**config.mk**
```make
export PLATFORM = sky130hd
export DESIGN_NAME = mem_access_ctrl
export DESIGN_NICKNAME = d
export VERILOG_FILES = /design/src/rtl/mem_access_ctrl_pkg.sv /design/src/rtl/mem_access_ctrl_st_align.sv /design/src/rtl/mem_access_ctrl.sv
export SDC_FILE = /design/constraint.sdc
export NUM_CORES = 1
export LEC_CHECK = 0
export ABC_AREA = 1
export BUFFER_PORTS_ARGS = -buffer_cell sky130_fd_sc_hd__clkbuf_2
export CORE_MARGIN = 3
export CORE_UTILIZATION = 44
export DETAILED_ROUTE_END_ITERATION = 8
export PLACE_DENSITY_LB_ADDON = 0.12
export SLEW_MARGIN = 20
export SYNTH_ARGS = -nofsm -noshare
export SYNTH_HDL_FRONTEND = slang
export SYNTH_SLANG_ARGS = --single-unit
```
**constraint.sdc**
```tcl
create_clock -name cpu_clk -period 1.8 [get_ports cpu_clk]
set_clock_uncertainty 0.1 [all_clocks]
set_input_delay 0.09 -clock cpu_clk [delete_from_list [all_inputs] [get_ports cpu_clk]]
set_output_delay 0.09 -clock cpu_clk [all_outputs]
set_load 0.05 [all_outputs]
```
**src/rtl/mem_access_ctrl_pkg.sv**
```systemverilog
// rtl/mem_access_ctrl_pkg.sv - memory op codes, load-extension codes and FSM encoding shared by the MEM stage
package mem_access_ctrl_pkg;

    typedef enum logic [3:0] {
        MEM_OP_NONE = 4'd0,
        MEM_OP_LB   = 4'd1,
        MEM_OP_LBU  = 4'd2,
        MEM_OP_LH   = 4'd3,
        MEM_OP_LHU  = 4'd4,
        MEM_OP_LW   = 4'd5,
        MEM_OP_SB   = 4'd6,
        MEM_OP_SH   = 4'd7,
        MEM_OP_SW   = 4'd8
    } mem_op_e;

    typedef enum logic [2:0] {
        RAM_EXT_B  = 3'd0,
        RAM_EXT_BU = 3'd1,
        RAM_EXT_H  = 3'd2,
        RAM_EXT_HU = 3'd3,
        RAM_EXT_W  = 3'd4
    } ram_ext_e;

    typedef enum logic [1:0] {
        ST_IDLE = 2'd0,
        ST_REQ  = 2'd1,
        ST_WAIT = 2'd2,
        ST_DONE = 2'd3
    } state_e;

    function automatic logic op_is_store(input logic [3:0] op);
        return (op == MEM_OP_SB) || (op == MEM_OP_SH) || (op == MEM_OP_SW);
    endfunction

    function automatic logic op_is_load(input logic [3:0] op);
        return (op == MEM_OP_LB) || (op == MEM_OP_LBU) || (op == MEM_OP_LH) ||
               (op == MEM_OP_LHU) || (op == MEM_OP_LW);
    endfunction

    function automatic logic op_misaligned(input logic [3:0] op, input logic [1:0] off);
        logic half_op;
        logic word_op;
        half_op = (op == MEM_OP_LH) || (op == MEM_OP_LHU) || (op == MEM_OP_SH);
        word_op = (op == MEM_OP_LW) || (op == MEM_OP_SW);
        return (half_op && off[0]) || (word_op && (off != 2'b00));
    endfunction

    function automatic logic [2:0] op_ext(input logic [3:0] op);
        logic [2:0] ext;
        case (op)
            MEM_OP_LB:  ext = RAM_EXT_B;
            MEM_OP_LBU: ext = RAM_EXT_BU;
            MEM_OP_LH:  ext = RAM_EXT_H;
            MEM_OP_LHU: ext = RAM_EXT_HU;
            default:    ext = RAM_EXT_W;
        endcase
        return ext;
    endfunction

endpackage

```
**src/rtl/mem_access_ctrl_st_align.sv**
```systemverilog
// rtl/mem_access_ctrl_st_align.sv - store byte strobes and lane-replicated write data from op and byte offset
module mem_access_ctrl_st_align (
    input  logic [3:0]  op,
    input  logic [1:0]  offset,
    input  logic [31:0] wdata,
    output logic [3:0]  we,
    output logic [31:0] wdata_rep
);
    import mem_access_ctrl_pkg::*;

    // Data is replicated across all lanes so the strobes alone pick the target bytes.
    always_comb begin
        we        = 4'b0000;
        wdata_rep = 32'h0000_0000;
        case (op)
            MEM_OP_SB: begin
                we        = 4'b0001 << offset;
                wdata_rep = {4{wdata[7:0]}};
            end
            MEM_OP_SH: begin
                we        = 4'b0011 << offset;
                wdata_rep = {2{wdata[15:0]}};
            end
            MEM_OP_SW: begin
                we        = 4'b1111;
                wdata_rep = wdata;
            end
            default: begin
                we        = 4'b0000;
                wdata_rep = 32'h0000_0000;
            end
        endcase
    end

endmodule

```
**src/rtl/mem_access_ctrl.sv**
```systemverilog
// rtl/mem_access_ctrl.sv - MEM-stage req/gnt/rvalid data-bus master feeding the load extender
// Optional bus watchdog enabled by defining DBUS_TIMEOUT_EN.
module mem_access_ctrl #(
    parameter int unsigned TIMEOUT_CYCLES = 255
) (
    input  logic        cpu_clk,
    input  logic        cpu_rstn,
    input  logic        req_valid,
    output logic        req_ready,
    input  logic [3:0]  req_op,
    input  logic [31:0] req_addr,
    input  logic [31:0] req_wdata,
    output logic        dbus_req,
    output logic [3:0]  dbus_we,
    output logic [31:0] dbus_addr,
    output logic [31:0] dbus_wdata,
    input  logic        dbus_gnt,
    input  logic        dbus_rvalid,
    input  logic [31:0] dbus_rdata,
    output logic        resp_valid,
    output logic [31:0] ld_word,
    output logic [1:0]  ld_offset,
    output logic [2:0]  ld_ext_op,
    output logic        ale,
    output logic        bus_err,
    output logic        busy
);
    import mem_access_ctrl_pkg::*;

    state_e      state_q, state_d;
    logic [3:0]  op_q, op_d;
    logic [31:0] addr_q, addr_d;
    logic [31:0] wdata_q, wdata_d;
    logic [31:0] ld_word_q, ld_word_d;
    logic [2:0]  ext_q, ext_d;
    logic        ale_q, ale_d;
    logic        bus_err_q, bus_err_d;
    logic        accept;
    logic        expired;
    logic [3:0]  st_we;
    logic [31:0] st_wdata;

`ifdef DBUS_TIMEOUT_EN
    localparam int CNT_RAW = $clog2(TIMEOUT_CYCLES + 1);
    localparam int CNT_W   = (CNT_RAW < 8) ? 8 : ((CNT_RAW > 32) ? 32 : CNT_RAW);

    logic [CNT_W-1:0] cnt_q, cnt_d;

    always_comb begin
        cnt_d = cnt_q;
        if (accept) begin
            cnt_d = '0;
        end else if ((state_q == ST_REQ) || (state_q == ST_WAIT)) begin
            cnt_d = cnt_q + 1'b1;
        end
    end

    // cnt_q holds the cycles already spent, so this cycle is number TIMEOUT_CYCLES.
    assign expired = ((state_q == ST_REQ) || (state_q == ST_WAIT)) &&
                     (cnt_q == CNT_W'(TIMEOUT_CYCLES - 1));

    always_ff @(posedge cpu_clk or negedge cpu_rstn) begin
        if (!cpu_rstn) begin
            cnt_q <= '0;
        end else begin
            cnt_q <= cnt_d;
        end
    end
`else
    assign expired = 1'b0;
`endif

    always_comb begin
        state_d   = state_q;
        op_d      = op_q;
        addr_d    = addr_q;
        wdata_d   = wdata_q;
        ld_word_d = ld_word_q;
        ext_d     = ext_q;
        ale_d     = ale_q;
        bus_err_d = bus_err_q;
        accept    = 1'b0;
        case (state_q)
            ST_IDLE: begin
                if (req_valid && (op_is_load(req_op) || op_is_store(req_op))) begin
                    accept    = 1'b1;
                    op_d      = req_op;
                    addr_d    = req_addr;
                    wdata_d   = req_wdata;
                    ext_d     = op_ext(req_op);
                    ld_word_d = 32'h0000_0000;
                    bus_err_d = 1'b0;
                    ale_d     = op_misaligned(req_op, req_addr[1:0]);
                    state_d   = ale_d ? ST_DONE : ST_REQ;
                end
            end
            ST_REQ: begin
                // A grant in the expiry cycle takes priority over the watchdog.
                if (dbus_gnt) begin
                    state_d = op_is_store(op_q) ? ST_DONE : ST_WAIT;
                end else if (expired) begin
                    bus_err_d = 1'b1;
                    state_d   = ST_DONE;
                end
            end
            ST_WAIT: begin
                if (dbus_rvalid) begin
                    ld_word_d = dbus_rdata;
                    state_d   = ST_DONE;
                end else if (expired) begin
                    bus_err_d = 1'b1;
                    state_d   = ST_DONE;
                end
            end
            ST_DONE: begin
                state_d = ST_IDLE;
            end
            default: begin
                state_d = ST_IDLE;
            end
        endcase
    end

    always_ff @(posedge cpu_clk or negedge cpu_rstn) begin
        if (!cpu_rstn) begin
            state_q   <= ST_IDLE;
            op_q      <= 4'h0;
            addr_q    <= 32'h0000_0000;
            wdata_q   <= 32'h0000_0000;
            ld_word_q <= 32'h0000_0000;
            ext_q     <= 3'd0;
            ale_q     <= 1'b0;
            bus_err_q <= 1'b0;
        end else begin
            state_q   <= state_d;
            op_q      <= op_d;
            addr_q    <= addr_d;
            wdata_q   <= wdata_d;
            ld_word_q <= ld_word_d;
            ext_q     <= ext_d;
            ale_q     <= ale_d;
            bus_err_q <= bus_err_d;
        end
    end

    mem_access_ctrl_st_align u_st_align (
        .op        (op_q),
        .offset    (addr_q[1:0]),
        .wdata     (wdata_q),
        .we        (st_we),
        .wdata_rep (st_wdata)
    );

    assign req_ready  = (state_q == ST_IDLE);
    assign busy       = ~req_ready;
    assign dbus_req   = (state_q == ST_REQ);
    assign dbus_we    = dbus_req ? st_we : 4'b0000;
    assign dbus_addr  = {addr_q[31:2], 2'b00};
    assign dbus_wdata = st_wdata;
    assign resp_valid = (state_q == ST_DONE);
    assign ld_word    = ld_word_q;
    assign ld_offset  = addr_q[1:0];
    assign ld_ext_op  = ext_q;
    assign ale        = ale_q;
    assign bus_err    = bus_err_q;

endmodule
```
==> results of run 1 <==
[where the power goes]
group	internal [W]	total [W]	switching, W
clock	0.000972	0.00183	0.000862
sequential	0.00349	0.00422	0.000734
combinational	0.00311	0.0103	0.00715
[area by class of cell]
type	instances	area, µm²	share of cell area, %
Clock buffer	13	250	2.94
Tap cell	140	175	2.06
Timing Repair Buffer	340	2810	32.9
Sequential cell	106	2650	31.1
Clock inverter	3	15.0	0.176
Inverter	94	363	4.26
Multi-Input combinational cell	403	2260	26.5
[timing repair]
| action | CTS | global route |
|---|---|---|
| hold endpoints to repair | 206 | 0 |
| endpoints found under the setup margin | 37 | 51 |
| pin swaps | 3 | 11 |
| hold buffers | 101 | 0 |
| buffers inserted | 5 | 4 |
| resized for setup | 108 | 100 |
| gates cloned | 2 | 1 |
[kinds of logic after synthesis]
logic type,after synthesis,share of synthesized area [%]
other,1,0.0731
AOI/OAI and AO/OA,105,11.5
buffers and inverters,129,11.3
DFF,106,51.7
and+or+nand+nor,291,24.4
adders and majority gates,4,0.976
[per-stage QoR]
step	std cells	power (W)	hold WS, ps	setup TNS, ps	setup WS, ps
floorplan	638	0.0104	-306	-23180	-333
global placement	970	0.0125	-119	0	132
detailed placement	970	0.0126	-117	0	45.3
CTS	1094	0.0154	54.3	-820	-60.7
global route	1099	0.0172	82.3	-5520	-249
finish	1099	0.0163	55.8	-2070	-180
[flip-flops by register name (all words and copies together), names as in the netlist]
name / cells
addr_q: 32
ld_word: 32
wdata_q: 32
state_q: 2
ld_ext_op: 3
ale: 1
op_q: 4
[routing by layer]
| metal | wire length, µm | track usage (%) |
|---|---|---|
| met5 | 0 | 0 |
| met4 | 615 | 10.6 |
| met3 | 1180 | 5.46 |
| met2 | 8800 | 42.5 |
| met1 | 6510 | 29.8 |
[how the worst max path moves through the flow]
stage	startpoint	end	slack, ps	cells past startpoint
after CTS	op_q[3]	dbus_wdata[9]	-60	9
after global routing	op_q[1]	dbus_wdata[10]	-250	8
after detailed placement	state_q[0]	ld_word[30]	50	6
final	op_q[1]	dbus_wdata[10]	-180	8
after floorplan	state_q[1]	dbus_we[1]	-330	4
after global placement	state_q[0]	ld_word[11]	130	6
[placed cells by master, fill, tap and decap left out, types with 2 or more instances in the layout]
cell           instances
nand2_1              185
clkbuf_2             175
dfrtp_1              106
dlygate4sd3_1        101
inv_1                 80
o21ai_1               42
nand3b_1              32
nor2_1                27
buf_8                 22
nand2_2               19
a21oi_2               18
o21ai_0               18
buf_4                 16
o21ai_2               15
buf_12                15
nand2_4               12
inv_2                 11
clkbuf_16             10
o21ai_4                7
clkbuf_8               7
nand3_1                5
nor2_2                 3
ha_1                   3
conb_1                 3
clkbuf_1               3
clkinv_2               3
buf_6                  3
nand3_4                2
nor2_4                 2
inv_4                  2
a21oi_1                2
nor3_1                 2
==> impl_results.md, run 1 <==
- Outcome: finished with violations
- Violated checks: negative setup slack
- Area leader, netlist: dfrtp_1
- Vias in the first global route: about 5400
- Die Width: 114 µm
- Post-synth EDFFs: 0
- Hold Path Class: input pin to asynchronous set/reset pin
- Gate Count Post-Synth: 636
- Initial core utilization: 46.1%
- HPWL Detailed: 9.89 mm
- Final wirelength: ~17 mm
- Critical path buffer and inverter count: 3
- Avg Inst Size Synth: 8.07 µm²
- Die Ht: roughly 110 µm
- Final nets: 1063
- Final non-filler cell area: 0.00852 mm²
- Share of cells above drive strength 1: 36.4%
- Unrepaired setup endpoints after global routing: yes
- CTS tree: done
- Final worst setup slack: -180 ps
- Top cell by count, worst path: buf_8
- Post-synth top cells: nand2_1 (214), dfrtp_1 (106), inv_1 (92)
- First drt pass iteration count: 5
- Die Area: 0.0130 mm²
- Path depth of the worst reg2reg path: 7
- Final setup violation count: 31
- Initial antenna violation count: 0
- # Max-Cap Violations: 0
- 1st-iter DRT viols: between 300 and 400
- Yosys reg bits: 106
- Post-route DRC violation count: 0
- Largest net degree at the start of global routing: between 80 and 90
- Top Ports: about 220
- Number of diodes: 0
- Minimum clock period: 1980 ps
- Fin crit share: 110%
- Core ar.: 0.0111 mm²
- Filler instances: 713
- Reg clk slew, reported paths: 70 ps
- Worst Setup End Kind: primary output
- Area Growth Syn to Fin: 66.1%
- FMAX: 505 MHz
- Dominant synthesized flop cell: dfrtp_1
- Worst-path cell chain: nand3_4 > nor2_4 > buf_8 > nand2_2 > o21ai_1 > inv_1 > o21ai_2 > buf_8
- CTS Sinks: about 110
- Vias: 5381
- Share of flip-flops with an asynchronous set or reset: between 90% and 100%
- CTS root buf: clkbuf_16
- Critical path launch point type: flop
- Gr usage total: 24.7%
- Rows: 38
- TritonCTS buffer count: 9
- Top cells by area, synth: dfrtp_1 (52%), nand2_1 (16%), inv_1 (6.7%), nand3b_1 (4.7%), o21ai_0 (4.1%)
- CP arrival: 1790 ps
- CP max FO: 8
- Synthesized area: 0.00513 mm²
- CP top delay family: flip-flops
- Via density: 4.90
- R2R Path End: ld_word[8]
- Clock Tree Buf Depth: 2
- Sequential share of the synthesized area: 51.7%
- R2R setup slack: 140 ps
- VDD IR max: 1.61 mV
- Routed wire length per instance: 15.6 µm
- Final hold vios: 0
- Unique cell type count in the Yosys netlist: 25
- Final Max Slew Viols: 0
- Worst path slowest cell: dfrtp_1
- Worst r2r src: state_q[1]
- Routed Antenna Nets: 0
- Setup Crit Path Kind: flop to primary output
- P per Cell Area: 1910 mW/mm²
- Yosys warns: 0
- H-tree depth: 3
- Post-placement cell area: 0.00644 mm²
- Top cell type's share of synthesized area: ~52%
- Remaining Overflow, GRT: 0
- Leakage: 4.61 nW
- PortBufs: 212
- Most common cell in the netlist: nand2_1
- CP peak stage delay: 450 ps
- Util after Layout: around three quarters
- Placer Congestion: 0.878
- Clk_lat worst skew: 340 ps
- Worst path required time: ~1600 ps
- First-pass GRT wire length: 25.8 mm
Note: power is estimated with default switching activity, not from simulation.
==> run 2, diff against run 1 <==
--- a/config.mk
+++ b/config.mk
@@ -11,6 +11,7 @@
 export CORE_UTILIZATION = 44
 export DETAILED_ROUTE_END_ITERATION = 8
 export PLACE_DENSITY_LB_ADDON = 0.12
+export RECOVER_POWER = 50
 export SLEW_MARGIN = 20
 export SYNTH_ARGS = -nofsm -noshare
 export SYNTH_HDL_FRONTEND = slang
==> impl_results.md, run 2 (synthesized netlist as in run 1, its figures left out) <==
- Vias: 5376
- FMAX: 506 MHz
- Die Area: 0.0130 mm²
- Post-route DRC violation count: 0
- Routed wire length per instance: 15.6 µm
- Initial antenna violation count: 0
- Via density: 4.89
- Clk_lat worst skew: roughly 340 ps
- Final worst setup slack: -175 ps
- Worst path slowest cell: dfrtp_1
- Critical path buffer and inverter count: 3
- CTS tree: done
- Share of cells above drive strength 1: between 30% and 40%
- Critical path launch point type: flop
- Setup TNS: -2050 ps
- Final nets: 1063
- Minimum clock period: 1970 ps
- Final Max Slew Viols: 0
- Unrepaired setup endpoints after global routing: yes
- Tightest Pin Transition: about 1100 ps
- Worst path required time: 1610 ps
- Worst-path cell chain: nand3_4 > nor2_4 > buf_8 > nand2_2 > o21ai_1 > inv_1 > o21ai_2 > buf_8
- CP top delay family: flip-flops
- Die Ht: ~110 µm
- Area occupied by multi-input gates: about 0.0023 mm²
- Filler instances: 746
- Most frequent cells in the layout: nand2_1 (185), clkbuf_2 (139), dfrtp_1 (106)
- Leakage: about 4.5 nW
- CP peak stage delay: approximately 450 ps
- Reg clk slew, reported paths: 70 ps
- Outcome: finished with violations
- CP arrival: 1780 ps
- Routed Antenna Nets: 0
- Final hold vios: 0
- VDD IR max: 1.55 mV
- PortBufs: 212
- Largest net degree at the start of global routing: between 80 and 90
- Placer Congestion: 0.878
- Final wirelength: between 15 and 20 mm
- Top Ports: 216
- Fin crit share: 110%
- Final non-filler cell area: 0.00847 mm²
- Violated checks: negative setup slack
- Worst rel slew slack: 25.9%
- Power Total: 0.0162 W
- Commonest non-fill, non-tap cell in the layout: nand2_1
- Initial core utilization: 46.1%
- Vias in the first global route: approximately 5400
- P per Cell Area: 1910 mW/mm²
- CTS Sinks: ~110
- Clock Tree Buf Depth: 2
- Reg area: 0.00265 mm²
- # Max-Cap Violations: 0
- Area Growth Syn to Fin: 65.2%
- Top cell by count, worst path: buf_8
- Setup Crit Path Kind: flop to primary output
- H-tree depth: 3
- Final setup violation count: 31
- Remaining Overflow, GRT: 0
- TritonCTS buffer count: 9
- Rows: 38
- Post-placement cell area: 0.00644 mm²
- Number of diodes: 0
- Worst hold slack: 72.7 ps
- First-pass GRT wire length: 25.8 mm
- First drt pass iteration count: 5
- CTS root buf: clkbuf_16
- Gr usage total: 24.7%
- CP max FO: 8
- HPWL Detailed: 9.89 mm
- Hold Path Class: input pin to flop
- Worst Setup End Kind: primary output
- Core ar.: between 0.01 and 0.015 mm²
- Die Width: 114 µm
- 1st-iter DRT viols: 379
-- run 2: cell types whose count changed in the layout (fill, tap and decap cells not counted) --
cell	previous run	this run
clkbuf_1	3	40
buf_4	16	15
clkbuf_2	175	139
-- run 2: layout make-up --
cell class / instances / area share, %
tap: 140 / 2.07
clock buffer: 13 / 2.95
sequential: 106 / 31.3
clock inverter: 3 / 0.177
multi-input combinational: 403 / 26.7
timing repair buffer: 340 / 32.5
inverter: 94 / 4.28
-- run 2: final timing paths --
path	from	end	slack (ps)	cells after the start
min reg2reg	ld_word[4]	ld_word[4]	380	2
max reg2reg	state_q[1]	ld_word[8]	140	7
min	dbus_gnt	state_q[0]	70	6
max in group asynchronous	cpu_rstn	ld_word[27]	200	3
max	op_q[1]	dbus_wdata[10]	-170	8
min in group asynchronous	cpu_rstn	wdata_q[25]	370	2
-- run 2: timing repair --
action,in CTS,in global routing
gates resized for setup,108,100
pin swaps,3,11
setup endpoints to repair,37,51
endpoints found under the hold margin,206,0
setup buffers,5,4
cloned,2,1
hold buffers,101,0
-- run 2: through the flow --
step	setup slack (ps)	util, %	std cells
2_1_floorplan	-333	-	638
3_3_place_gp	132	57.9	970
3_5_place_dp	45.3	57.9	970
4_1_cts	-60.7	73.1	1094
5_1_grt	-249	76.2	1099
6_report	-175	76.2	1099
-- run 2: worst reg2reg max path, stage by stage, from the launching register on --
cell and delay, ps:
dfrtp_1 380, buf_4 150, ha_1 210, nand2_1 100, o21a_2 220, buf_4 250
nand3b_1 110, nand2_1 80
-- run 2: per-layer routing --
| metal | global-route usage (%) | vias to the layer above | wire (µm) |
|---|---|---|---|
| met2 | 42.5 | 254 | 8830 |
| li1 | - | 2587 | - |
| met4 | 10.6 | 0 | 625 |
| met3 | 5.46 | 53 | 1180 |
| met5 | 0 | - | 0 |
| met1 | 29.8 | 2482 | 6500 |
-- run 2: power by group --
group          total [W]  switching (W)  leakage (nW)  internal, W
logic             0.0102        0.00715          3.02      0.00301
registers        0.00422       0.000731          1.33      0.00349
clock network    0.00183       0.000861         0.133     0.000972
